**src/rtl/bp_me_miss_arbiter_pkg.sv**
```systemverilog
// Shared types and helpers for the ME miss arbiter.
// Perf counter width lives here; the counters themselves are built only under BP_ME_MISS_ARB_PERF_EN.
package bp_me_miss_arbiter_pkg;

   localparam int unsigned PerfCntWidth = 32;

   typedef enum logic [0:0] {
      StIdle,
      StSend
   } arb_state_e;

   // ID width that stays at least 1 bit even for degenerate counts.
   function automatic int unsigned safe_clog2(input int unsigned n);
      return (n <= 1) ? 1 : $clog2(n);
   endfunction

endpackage

```
**src/rtl/bp_me_miss_arbiter_if.sv**
```systemverilog
// Requester, ME command/response and perf signals of the miss arbiter.
// master is the arbiter's view; slave is the view of the surrounding requesters and ME.
interface bp_me_miss_arbiter_if #(
   parameter int unsigned num_req_p     = 2,
   parameter int unsigned paddr_width_p = 22,
   parameter int unsigned data_width_p  = 64
);
   import bp_me_miss_arbiter_pkg::*;

   logic [num_req_p-1:0]                   req_v_i;
   logic [num_req_p*paddr_width_p-1:0]     req_addr_i;
   logic [num_req_p-1:0]                   req_we_i;
   logic [num_req_p*data_width_p-1:0]      req_data_i;
   logic [num_req_p-1:0]                   req_ready_o;
   logic                                   mem_cmd_v_o;
   logic [paddr_width_p-1:0]               mem_cmd_addr_o;
   logic                                   mem_cmd_we_o;
   logic [data_width_p-1:0]                mem_cmd_data_o;
   logic                                   mem_cmd_ready_i;
   logic                                   mem_resp_v_i;
   logic [data_width_p-1:0]                mem_resp_data_i;
   logic                                   mem_resp_ready_o;
   logic [num_req_p-1:0]                   resp_v_o;
   logic [data_width_p-1:0]                resp_data_o;
   logic [num_req_p-1:0]                   resp_ready_i;
   logic [num_req_p*PerfCntWidth-1:0]      perf_grant_o;

   modport master (
      input  req_v_i, req_addr_i, req_we_i, req_data_i, mem_cmd_ready_i,
      input  mem_resp_v_i, mem_resp_data_i, resp_ready_i,
      output req_ready_o, mem_cmd_v_o, mem_cmd_addr_o, mem_cmd_we_o, mem_cmd_data_o,
      output mem_resp_ready_o, resp_v_o, resp_data_o, perf_grant_o
   );

   modport slave (
      output req_v_i, req_addr_i, req_we_i, req_data_i, mem_cmd_ready_i,
      output mem_resp_v_i, mem_resp_data_i, resp_ready_i,
      input  req_ready_o, mem_cmd_v_o, mem_cmd_addr_o, mem_cmd_we_o, mem_cmd_data_o,
      input  mem_resp_ready_o, resp_v_o, resp_data_o, perf_grant_o
   );

endinterface

```
**src/rtl/bp_me_arb_id_fifo.sv**
```systemverilog
// Circular queue of requester IDs for commands awaiting their in-order ME response.
// depth_p must be a power of 2 and at least 2; pointers carry an extra wrap bit.
module bp_me_arb_id_fifo #(
   parameter int unsigned width_p = 1,
   parameter int unsigned depth_p = 4
) (
   input  logic               clk_i,
   input  logic               reset_i,
   input  logic               push_i,
   input  logic [width_p-1:0] data_i,
   input  logic               pop_i,
   output logic               full_o,
   output logic               empty_o,
   output logic [width_p-1:0] head_o
);
   localparam int unsigned AddrWidth = $clog2(depth_p);
   localparam logic [AddrWidth:0] PtrOne = {{AddrWidth{1'b0}}, 1'b1};

   logic [AddrWidth:0] wptr_q, rptr_q;
   logic [width_p-1:0] mem_q [depth_p];
   logic               push_en, pop_en;

   assign empty_o = (wptr_q == rptr_q);
   assign full_o  = (wptr_q[AddrWidth] != rptr_q[AddrWidth])
                 && (wptr_q[AddrWidth-1:0] == rptr_q[AddrWidth-1:0]);
   assign push_en = push_i && !full_o;
   assign pop_en  = pop_i && !empty_o;
   assign head_o  = mem_q[rptr_q[AddrWidth-1:0]];

   always_ff @(posedge clk_i) begin
      if (reset_i) begin
         wptr_q <= '0;
         rptr_q <= '0;
      end else begin
         if (push_en) wptr_q <= wptr_q + PtrOne;
         if (pop_en)  rptr_q <= rptr_q + PtrOne;
      end
   end

   always_ff @(posedge clk_i) begin
      if (push_en) mem_q[wptr_q[AddrWidth-1:0]] <= data_i;
   end

endmodule

```
**src/rtl/bp_me_miss_arbiter.sv**
```systemverilog
// Round-robin share of the ME command channel between cache-miss requesters, with in-order
// response routing by queued requester ID. BP_ME_MISS_ARB_PERF_EN adds per-requester grant counters.
module bp_me_miss_arbiter
   import bp_me_miss_arbiter_pkg::*;
#(
   parameter int unsigned num_req_p         = 2,
   parameter int unsigned paddr_width_p     = 22,
   parameter int unsigned data_width_p      = 64,
   parameter int unsigned max_outstanding_p = 4
) (
   input logic                  clk_i,
   input logic                  reset_i,
   bp_me_miss_arbiter_if.master bus
);
   localparam int unsigned IdWidth = safe_clog2(num_req_p);

   typedef struct packed {
      logic [paddr_width_p-1:0] addr;
      logic                     we;
      logic [data_width_p-1:0]  data;
   } bp_me_miss_cmd_s;

   arb_state_e      state_q, state_d;
   bp_me_miss_cmd_s cmd_q, cmd_d;
   logic [IdWidth-1:0] last_grant_q, last_grant_d;
   logic [IdWidth-1:0] winner;
   logic               found, can_accept, accept;
   logic               fifo_full, fifo_empty, fifo_pop;
   logic [IdWidth-1:0] fifo_head;
   logic [num_req_p-1:0] req_ready, resp_v;

   logic [num_req_p-1:0][paddr_width_p-1:0] req_addr;
   logic [num_req_p-1:0][data_width_p-1:0]  req_data;

   assign req_addr = bus.req_addr_i;
   assign req_data = bus.req_data_i;

   // Scan from the requester after the last grant, wrapping around.
   always_comb begin : arb_scan
      logic [IdWidth-1:0] cand;
      found  = 1'b0;
      winner = '0;
      cand   = '0;
      for (int unsigned off = 1; off <= num_req_p; off++) begin
         cand = IdWidth'((32'(last_grant_q) + off) % num_req_p);
         if (!found && bus.req_v_i[cand]) begin
            found  = 1'b1;
            winner = cand;
         end
      end
   end

   always_comb begin
      state_d      = state_q;
      cmd_d        = cmd_q;
      last_grant_d = last_grant_q;
      can_accept   = 1'b0;
      unique case (state_q)
         StIdle:  can_accept = !fifo_full;
         StSend:  can_accept = bus.mem_cmd_ready_i && !fifo_full;
         default: can_accept = 1'b0;
      endcase
      accept = can_accept && found;
      if (accept) begin
         cmd_d.addr   = req_addr[winner];
         cmd_d.we     = bus.req_we_i[winner];
         cmd_d.data   = req_data[winner];
         last_grant_d = winner;
         state_d      = StSend;
      end else if (state_q == StSend && bus.mem_cmd_ready_i) begin
         state_d = StIdle;
      end
   end

   always_ff @(posedge clk_i) begin
      if (reset_i) begin
         state_q      <= StIdle;
         cmd_q        <= '0;
         last_grant_q <= IdWidth'(num_req_p - 1);
      end else begin
         state_q      <= state_d;
         cmd_q        <= cmd_d;
         last_grant_q <= last_grant_d;
      end
   end

   bp_me_arb_id_fifo #(
      .width_p (IdWidth),
      .depth_p (max_outstanding_p)
   ) id_fifo (
      .clk_i   (clk_i),
      .reset_i (reset_i),
      .push_i  (accept),
      .data_i  (winner),
      .pop_i   (fifo_pop),
      .full_o  (fifo_full),
      .empty_o (fifo_empty),
      .head_o  (fifo_head)
   );

   always_comb begin
      req_ready = '0;
      resp_v    = '0;
      if (accept) req_ready[winner] = 1'b1;
      if (bus.mem_resp_v_i && !fifo_empty) resp_v[fifo_head] = 1'b1;
   end

   assign bus.req_ready_o      = req_ready;
   assign bus.mem_cmd_v_o      = (state_q == StSend);
   assign bus.mem_cmd_addr_o   = cmd_q.addr;
   assign bus.mem_cmd_we_o     = cmd_q.we;
   assign bus.mem_cmd_data_o   = cmd_q.data;
   assign bus.resp_v_o         = resp_v;
   assign bus.resp_data_o      = bus.mem_resp_data_i;
   assign bus.mem_resp_ready_o = !fifo_empty && bus.resp_ready_i[fifo_head];
   assign fifo_pop             = bus.mem_resp_v_i && bus.mem_resp_ready_o;

`ifdef BP_ME_MISS_ARB_PERF_EN
   logic [num_req_p-1:0][PerfCntWidth-1:0] perf_q;

   always_ff @(posedge clk_i) begin
      if (reset_i) begin
         perf_q <= '0;
      end else if (accept) begin
         perf_q[winner] <= perf_q[winner] + PerfCntWidth'(1);
      end
   end

   assign bus.perf_grant_o = perf_q;
`else
   assign bus.perf_grant_o = '0;
`endif

   // A response with nothing outstanding means the ME and this block disagree on ordering.
   assert property (@(posedge clk_i) disable iff (reset_i) !(bus.mem_resp_v_i && fifo_empty))
      else $error("mem_resp_v_i with no outstanding command");

endmodule
```
**src/flat_wrapper.sv**
```systemverilog
// flat-port wrapper written by rule: the top's interface ports become plain ports
module bp_me_miss_arbiter_flat import bp_me_miss_arbiter_pkg::*;
#(
   parameter int unsigned num_req_p         = 2,
   parameter int unsigned paddr_width_p     = 22,
   parameter int unsigned data_width_p      = 64,
   parameter int unsigned max_outstanding_p = 4
)
  (clk_i, reset_i, bus_req_v_i, bus_req_addr_i, bus_req_we_i, bus_req_data_i, bus_mem_cmd_ready_i, bus_mem_resp_v_i, bus_mem_resp_data_i, bus_resp_ready_i, bus_req_ready_o, bus_mem_cmd_v_o, bus_mem_cmd_addr_o, bus_mem_cmd_we_o, bus_mem_cmd_data_o, bus_mem_resp_ready_o, bus_resp_v_o, bus_resp_data_o, bus_perf_grant_o);
  bp_me_miss_arbiter_if #(.num_req_p(num_req_p), .paddr_width_p(paddr_width_p), .data_width_p(data_width_p)) bus_i ();
  input logic clk_i;
  input logic reset_i;
  input wire logic [$bits(bus_i.req_v_i)-1:0] bus_req_v_i;
  input wire logic [$bits(bus_i.req_addr_i)-1:0] bus_req_addr_i;
  input wire logic [$bits(bus_i.req_we_i)-1:0] bus_req_we_i;
  input wire logic [$bits(bus_i.req_data_i)-1:0] bus_req_data_i;
  input wire logic [$bits(bus_i.mem_cmd_ready_i)-1:0] bus_mem_cmd_ready_i;
  input wire logic [$bits(bus_i.mem_resp_v_i)-1:0] bus_mem_resp_v_i;
  input wire logic [$bits(bus_i.mem_resp_data_i)-1:0] bus_mem_resp_data_i;
  input wire logic [$bits(bus_i.resp_ready_i)-1:0] bus_resp_ready_i;
  output wire logic [$bits(bus_i.req_ready_o)-1:0] bus_req_ready_o;
  output wire logic [$bits(bus_i.mem_cmd_v_o)-1:0] bus_mem_cmd_v_o;
  output wire logic [$bits(bus_i.mem_cmd_addr_o)-1:0] bus_mem_cmd_addr_o;
  output wire logic [$bits(bus_i.mem_cmd_we_o)-1:0] bus_mem_cmd_we_o;
  output wire logic [$bits(bus_i.mem_cmd_data_o)-1:0] bus_mem_cmd_data_o;
  output wire logic [$bits(bus_i.mem_resp_ready_o)-1:0] bus_mem_resp_ready_o;
  output wire logic [$bits(bus_i.resp_v_o)-1:0] bus_resp_v_o;
  output wire logic [$bits(bus_i.resp_data_o)-1:0] bus_resp_data_o;
  output wire logic [$bits(bus_i.perf_grant_o)-1:0] bus_perf_grant_o;
  assign bus_i.req_v_i = bus_req_v_i;
  assign bus_i.req_addr_i = bus_req_addr_i;
  assign bus_i.req_we_i = bus_req_we_i;
  assign bus_i.req_data_i = bus_req_data_i;
  assign bus_i.mem_cmd_ready_i = bus_mem_cmd_ready_i;
  assign bus_i.mem_resp_v_i = bus_mem_resp_v_i;
  assign bus_i.mem_resp_data_i = bus_mem_resp_data_i;
  assign bus_i.resp_ready_i = bus_resp_ready_i;
  assign bus_req_ready_o = bus_i.req_ready_o;
  assign bus_mem_cmd_v_o = bus_i.mem_cmd_v_o;
  assign bus_mem_cmd_addr_o = bus_i.mem_cmd_addr_o;
  assign bus_mem_cmd_we_o = bus_i.mem_cmd_we_o;
  assign bus_mem_cmd_data_o = bus_i.mem_cmd_data_o;
  assign bus_mem_resp_ready_o = bus_i.mem_resp_ready_o;
  assign bus_resp_v_o = bus_i.resp_v_o;
  assign bus_resp_data_o = bus_i.resp_data_o;
  assign bus_perf_grant_o = bus_i.perf_grant_o;
  bp_me_miss_arbiter #(.num_req_p(num_req_p), .paddr_width_p(paddr_width_p), .data_width_p(data_width_p), .max_outstanding_p(max_outstanding_p)) u_core (.clk_i(clk_i), .reset_i(reset_i), .bus(bus_i));
endmodule
```
**config.mk**
```make
export PLATFORM = sky130hd
export DESIGN_NAME = bp_me_miss_arbiter_flat
export DESIGN_NICKNAME = d
export VERILOG_FILES = /design/src/rtl/bp_me_miss_arbiter_pkg.sv /design/src/rtl/bp_me_miss_arbiter_if.sv /design/src/rtl/bp_me_arb_id_fifo.sv /design/src/rtl/bp_me_miss_arbiter.sv /design/src/flat_wrapper.sv
export SDC_FILE = /design/constraint.sdc
export NUM_CORES = 1
export LEC_CHECK = 0
export CORE_AREA = 3 3 183 185
export CTS_CLUSTER_SIZE = 25
export DETAILED_ROUTE_END_ITERATION = 8
export DIE_AREA = 0 0 186 188
export GPL_ROUTABILITY_DRIVEN = 1
export GPL_TIMING_DRIVEN = 1
export MAX_ROUTING_LAYER = met4
export PLACE_DENSITY = 0.5
export SETUP_SLACK_MARGIN = 0.5
export SLEW_MARGIN = 0
export SYNTH_ARGS = -nofsm -noshare
export SYNTH_HDL_FRONTEND = slang
export SYNTH_HIERARCHICAL = 1
export SYNTH_SLANG_ARGS = --single-unit
```
**constraint.sdc**
```tcl
create_clock -name clk_i -period 4.35 [get_ports clk_i]
set_input_delay 0.6525 -clock clk_i [delete_from_list [all_inputs] [get_ports clk_i]]
set_output_delay 0.6525 -clock clk_i [all_outputs]
set_load 0.02 [all_outputs]
```
# [Word-level counts from Yosys, hierarchy flattened]
# Memory sizes are Yosys's and may differ from the RTL's. A register that Yosys moved wholly into a read port is not among the register bits.
# Cells that the tools add are included.
[totals] output_inout_bits=221 memories=1 inputBits=246 ram_bits=4 ff_bits=95
[classes] bitwise_logic=1 n_lt_le_gt_ge=6 reduce_logical=16 addsub=4 n_mux=29 eq_ne=3
[mem_list] memory="u_core.id_fifo.mem_q" depth=4 word_bits=1 rd=1 rd_clocked_by_memory_dff=1 wr=1 line_no="bp_me_arb_id_fifo.sv:20" text="logic [width_p-1:0] mem_q [depth_p];"
[ops] cell="$mux 64" n=2
[ops] cell="$mux 22" n=2
[ops] cell="$mux 1" n=18
[ops] cell="$logic_and 1x1->1" n=12
[ops] cell="$lt 1x2->1 const B" n=4
[ops] cell="$mux 2" n=4
[ops] cell="$add 3x1->3 const B" n=2
[ops] cell="$eq 3x3->1" n=1
[ops] cell="$logic_not 1->1" n=3
[ops] cell="$add 1x1->1 const B" n=2
[ops] cell="$demux 1 s1" n=2
[ops] cell="$eq 2x2->1" n=1
[ops] cell="$ge 1x1->1 const B" n=2
[ops] cell="$pmux 1 s2" n=1
[ops] cell="$reduce_bool 2->1" n=1
[ops] cell="$ne 1x1->1" n=1
[ops] cell="$not 1->1" n=1

# [Logic depth before layout (Yosys ltp)]
[logic_depth] ltp_word=12 depth_mapped=9

# [Cells and area by module]
# Netlist, hierarchy kept.
[modules_own_cells] module="bp_me_miss_arbiter" cells_per_inst=558 n_inst=1 seq_area_each_um2=1781.7 area_each_um2=4906.0
[modules_own_cells] module="bp_me_arb_id_fifo" cells_per_inst=75 n_inst=1 seq_area_each_um2=280.3 area_each_um2=732.0

# [Worst setup path before layout]
# No wires, ideal clock.
[synth_timing] path_type="input -> output" start="input bus_req_v_i[0]" end="output bus_req_ready_o[0]" path_slack_ns=1.686 t_required_ns=3.697 arrival_time_ns=2.012 stages=4 path_cell_list="buf_2 -> buf_2 -> clkbuf_1 -> nor4b_1"
[synth_between] elab_chain_cells=11
[synth_rtl] item="from (decl)" line_no="flat_wrapper.sv:13" text="input wire logic [$bits(bus_i.req_v_i)-1:0] bus_req_v_i;"
[synth_rtl] item="$mux 1 (not written as such) (2 in a row)" line_no="bp_me_miss_arbiter.sv:46" text="if (!found && bus.req_v_i[cand]) begin"
[synth_rtl] item="$mux 1" line_no="bp_me_miss_arbiter.sv:46"
[synth_rtl] item="$logic_not 1->1" line_no="bp_me_miss_arbiter.sv:46"
[synth_rtl] item="$logic_and 1x1->1" line_no="bp_me_miss_arbiter.sv:46"
[synth_rtl] item="$mux 1" line_no="bp_me_miss_arbiter.sv:46"
[synth_rtl] item="$lt 1x2->1 (not written as such) or $ge 1x1->1 (tied branches)" line_no="bp_me_miss_arbiter.sv:104" text="if (accept) req_ready[winner] = 1'b1;"
[synth_rtl] item="$logic_and 1x1->1 (not written as such)" line_no="bp_me_miss_arbiter.sv:104"
[synth_rtl] item="$mux 1 (not written as such)" line_no="bp_me_miss_arbiter.sv:104"
[synth_rtl] item="$demux 1 s1"
[synth_rtl] item="$mux 2 (*)" line_no="bp_me_miss_arbiter.sv:104"
[synth_rtl] item="to (decl)" line_no="flat_wrapper.sv:21" text="output wire logic [$bits(bus_i.req_ready_o)-1:0] bus_req_ready_o;"
# Every way passes the cells marked *; elsewhere a longest branch is shown, timed or not. The select of a mux whose other input is x is not followed.

# [Worst setup path after layout]
[layout_timing] start="register u_core.id_fifo.wptr_q[0]" end="output bus_req_ready_o[0]"
[layout_between] elab_chain_cells=7
[layout_rtl] item="from (decl)" line_no="bp_me_arb_id_fifo.sv:19" text="logic [AddrWidth:0] wptr_q, rptr_q;"
[layout_rtl] item="from (signal assigned)" line_no="bp_me_arb_id_fifo.sv:35" text="if (push_en) wptr_q <= wptr_q + PtrOne;"
[layout_rtl] item="$eq 2x2->1 (*)" line_no="bp_me_arb_id_fifo.sv:25" text="&& (wptr_q[AddrWidth-1:0] == rptr_q[AddrWidth-1:0]);"
[layout_rtl] item="$logic_and 1x1->1 (*)" line_no="bp_me_arb_id_fifo.sv:25"
[layout_rtl] item="named net u_core.fifo_full" line_no="bp_me_miss_arbiter.sv:28" text="logic fifo_full, fifo_empty, fifo_pop;"
[layout_rtl] item="$logic_not 1->1 (*)" line_no="bp_me_miss_arbiter.sv:59, bp_me_miss_arbiter.sv:60"
[layout_rtl] item="$logic_and 1x1->1" line_no="bp_me_miss_arbiter.sv:60" text="StSend: can_accept = bus.mem_cmd_ready_i && !fifo_full;"
[layout_rtl] item="$pmux 1 s2 (*)" line_no="bp_me_miss_arbiter.sv:58" text="unique case (state_q)"
[layout_rtl] item="$logic_and 1x1->1 (*)" line_no="bp_me_miss_arbiter.sv:63" text="accept = can_accept && found;"
[layout_rtl] item="$mux 2 (*)" line_no="bp_me_miss_arbiter.sv:104"
# The timed path passes the listed nets; every way through them passes the cells marked *.

==> results_dict.tcl <==
set metrics [dict create \
    dr.pass1.iters 4 \
    p_comb_frac 0.356 \
    synthMuxAreaShare 0.005770 \
    first_iter_violations 291 \
    worst_slack_ns 0.9166 \
    ys_warn_count 6 \
    dp_slack_ns 1.257 \
    swShare 0.3443 \
    arrival_ns 2.78 \
    ant_nets 0 \
    globalRouteOverflowTotal 0 \
    antenna_cells 0 \
    grt_pass1_vias 5150 \
    cp_max_fo 8 \
    fin_skew_ns 0.008308 \
    numCtsBuffers 9 \
    totalWireLength_um 22980 \
    total_leakage_power_nw 3.085 \
    syn_inst 633 \
    ir_drop_mv 0.1735 \
    p_sw_mw 1.063 \
    antenna_found_initial 0 \
    avgSynthCellArea_um2 8.907 \
    cts_tree "done" \
    cts-hold-fix-buffers 0 \
    ys_ff_latch 101 \
    holdCritPathClass "register to register" \
    final_cell_mix "273 x clkdlybuf4s50_1, 97 x dfxtp_1, 90 x nand2_1" \
    cts_buffer_depth 2 \
    num_rows 66 \
    tightest_slew_ns 0.7981 \
    run_status "completed" \
    post-route-period-util 0.7893 \
    remaining_drc_errors 0 \
    clk_latency_ns 0.36 \
    netlist_area_um2 5638 \
    power_frac_seq 0.373 \
    post_cts_buffers 0 \
    fill_cells 3439 \
    setup_violations 0 \
    cts-htree-levels 3 \
    dr_total_vias 5326 \
    synth-adder-area-share 0.01110 \
    viasPerCell 4.384 \
    ctsResizeCount 0 \
    wl_per_cell_um 18.91 \
    dp.cells 1199 \
    whs_ns 0.4864 \
    holdPathStages 1 \
    fmax_mhz 291.3 \
    die_area_um2 34970 \
    die_height_um 188 \
    synthSimpleGateAreaFrac 0.2020 \
    maxCapViolCount 0 \
    crit_path_start_kind "register" \
    start_util 0.1751 \
    grt_use_total 0.1264 \
    clock-sinks 101 \
    cts-root-buf "clkbuf_16" \
    grt_setup_unrepaired "no" \
    p_total_mw 3.089 \
    num-nets-final 1053 \
    slew_viol_final 0 \
    required_ns 3.70 \
    stdcell_count 1215 \
    cts.clk_slew.worst_paths_ns 0.07 \
    relSlewSlack 0.4638 \
    endpoint_kind "output port" \
    tns_ns 0 \
    period_minus_slack_ns 3.433 \
    fp.dieW_um 186 \
    drive_gt1_frac 0.03965 \
    rr_worst_depth 5 \
    grt_max_degree 60 \
    synth_cell_types 42 \
    place_congestion 0.7821 \
    final-hold-violation-count 0 \
    p_clk_frac 0.271 \
    synth_compound_area_frac 0.1780 \
    grt_pass1_wl_um 32910 \
    area_delta_synth_final_pct 46.85 \
    synth_top_family_by_area "buffers and inverters" \
    io_pins 467 \
    ys_seq_area_frac 0.3657 \
    coreArea_um2 32210 \
    p_int_mw 2.025 \
    power_density_nw_per_um2 373.0 \
    mostFrequentLayoutCell "clkdlybuf4s50_1" \
    dp_hpwl_um 16300 \
    crit_type "register to output port" \
    synth-xor-area-share 0.01065 \
    portBuffers 274 \
]
final cells by class:
cell class	count	area, um2	area share
timing repair buffer	284	2838	0.3428
multi-input combinational	398	2554	0.3084
sequential	101	2062	0.2491
tap	408	510.5	0.06166
clock buffer	12	236.5	0.02856
clock inverter	4	48.80	0.005894
inverter	8	30.03	0.003627
worst max-delay path, cell delays in order (launching register included):
cell and delay (ns):
dfxtp_1 0.50, xor2_1 0.53, nor3_1 0.27, nor4b_1 0.45
clkdlybuf4s50_1 0.68
synth_stat cells:
library cell	n	share of area
nor4_4	1	0.0038
o31a_1	1	0.0016
ha_1	5	0.011
nor2_1	2	0.0013
nor4_1	87	0.097
and3b_1	1	0.0016
or4_1	1	0.0013
or3_1	1	0.0011
nand4_1	6	0.0067
dfxtp_1	97	0.34
mux4_2	1	0.0040
inv_1	8	0.0053
nand2_1	90	0.060
nand3_1	5	0.0044
conb_1	1	0.00067
o211ai_1	2	0.0027
xnor2_1	3	0.0047
buf_4	132	0.18
buf_6	2	0.0040
a41oi_1	2	0.0031
o21ai_0	5	0.0044
a21bo_2	1	0.0018
xor2_1	2	0.0031
edfxtp_1	4	0.021
a31oi_1	2	0.0022
buf_2	20	0.018
nor3_1	3	0.0027
clkbuf_1	34	0.023
o21a_1	1	0.0013
nor2b_1	4	0.0044
nor4bb_1	1	0.0018
or2_1	1	0.0011
mux2i_1	1	0.0018
nor2b_2	1	0.0016
a221o_1	87	0.15
and2_1	5	0.0055
buf_1	1	0.00067
a21oi_1	2	0.0018
nor4b_1	1	0.0016
a211o_1	3	0.0047
nor3b_1	5	0.0067
xor2_2	1	0.0029
registers in the layout, indices dropped and copies added (netlist names), named ones only:
register                   count
u_core/bus.mem_cmd_addr_o     22
u_core/bus.mem_cmd_data_o     64
u_core/bus.mem_cmd_v_o         1
u_core/bus.mem_cmd_we_o        1
u_core/id_fifo/mem_q           4
u_core/id_fifo/rptr_q          3
u_core/id_fifo/wptr_q          3
u_core/last_grant_q            1
cell families after synthesis:
logic type / after synthesis
and+or+nand+nor: 215
buffers and inverters: 197
AOI/OAI and AO/OA: 106
DFF: 101
xor gates and xnor gates: 6
adders and majority gates: 5
muxes: 2
other: 1
metrics by stage:
stage               instance area [um2]    util
floorplan                          5874       -
global placement                   7994  0.2482
detailed placement                 7994  0.2482
CTS                                8279  0.2571
global route                       8279  0.2571
finish                             8279  0.2571
path summary, 6_finish.rpt:
check,from,to,slack [ns]
min,u_core/bus.mem_cmd_data_o[34]$_SDFFE_PP0P_,u_core/bus.mem_cmd_data_o[34]$_SDFFE_PP0P_,0.49
max,u_core/id_fifo/wptr_q[0]$_SDFFE_PP0P_,bus_req_ready_o[0],0.92
max reg2reg,u_core/id_fifo/wptr_q[0]$_SDFFE_PP0P_,u_core/bus.mem_cmd_data_o[19]$_SDFFE_PP0P_,1.43
min reg2reg,u_core/bus.mem_cmd_data_o[34]$_SDFFE_PP0P_,u_core/bus.mem_cmd_data_o[34]$_SDFFE_PP0P_,0.49
power groups by stage:
stage	Combinational, mW	Clock [mW]	Sequential [mW]
floorplan	0.602	0	1.27
global placement	1.10	0	1.17
detailed placement	1.10	0	1.17
CTS	1.10	0.878	1.15
global route	1.18	0.913	1.17
finish	1.10	0.836	1.15
metal layers:
metal / routed length, um / part of all wire / vias to the layer above / GRT usage
li1: - / - / 2513 / -
met1: 9388 / 0.41 / 2516 / 0.1487
met2: 10990 / 0.48 / 281 / 0.2046
met3: 2200 / 0.096 / 16 / 0.04365
met4: 401 / 0.017 / 0 / 0.03581
met5: 0 / 0 / - / -
No activity file was read; power rests on OpenSTA's default activity.
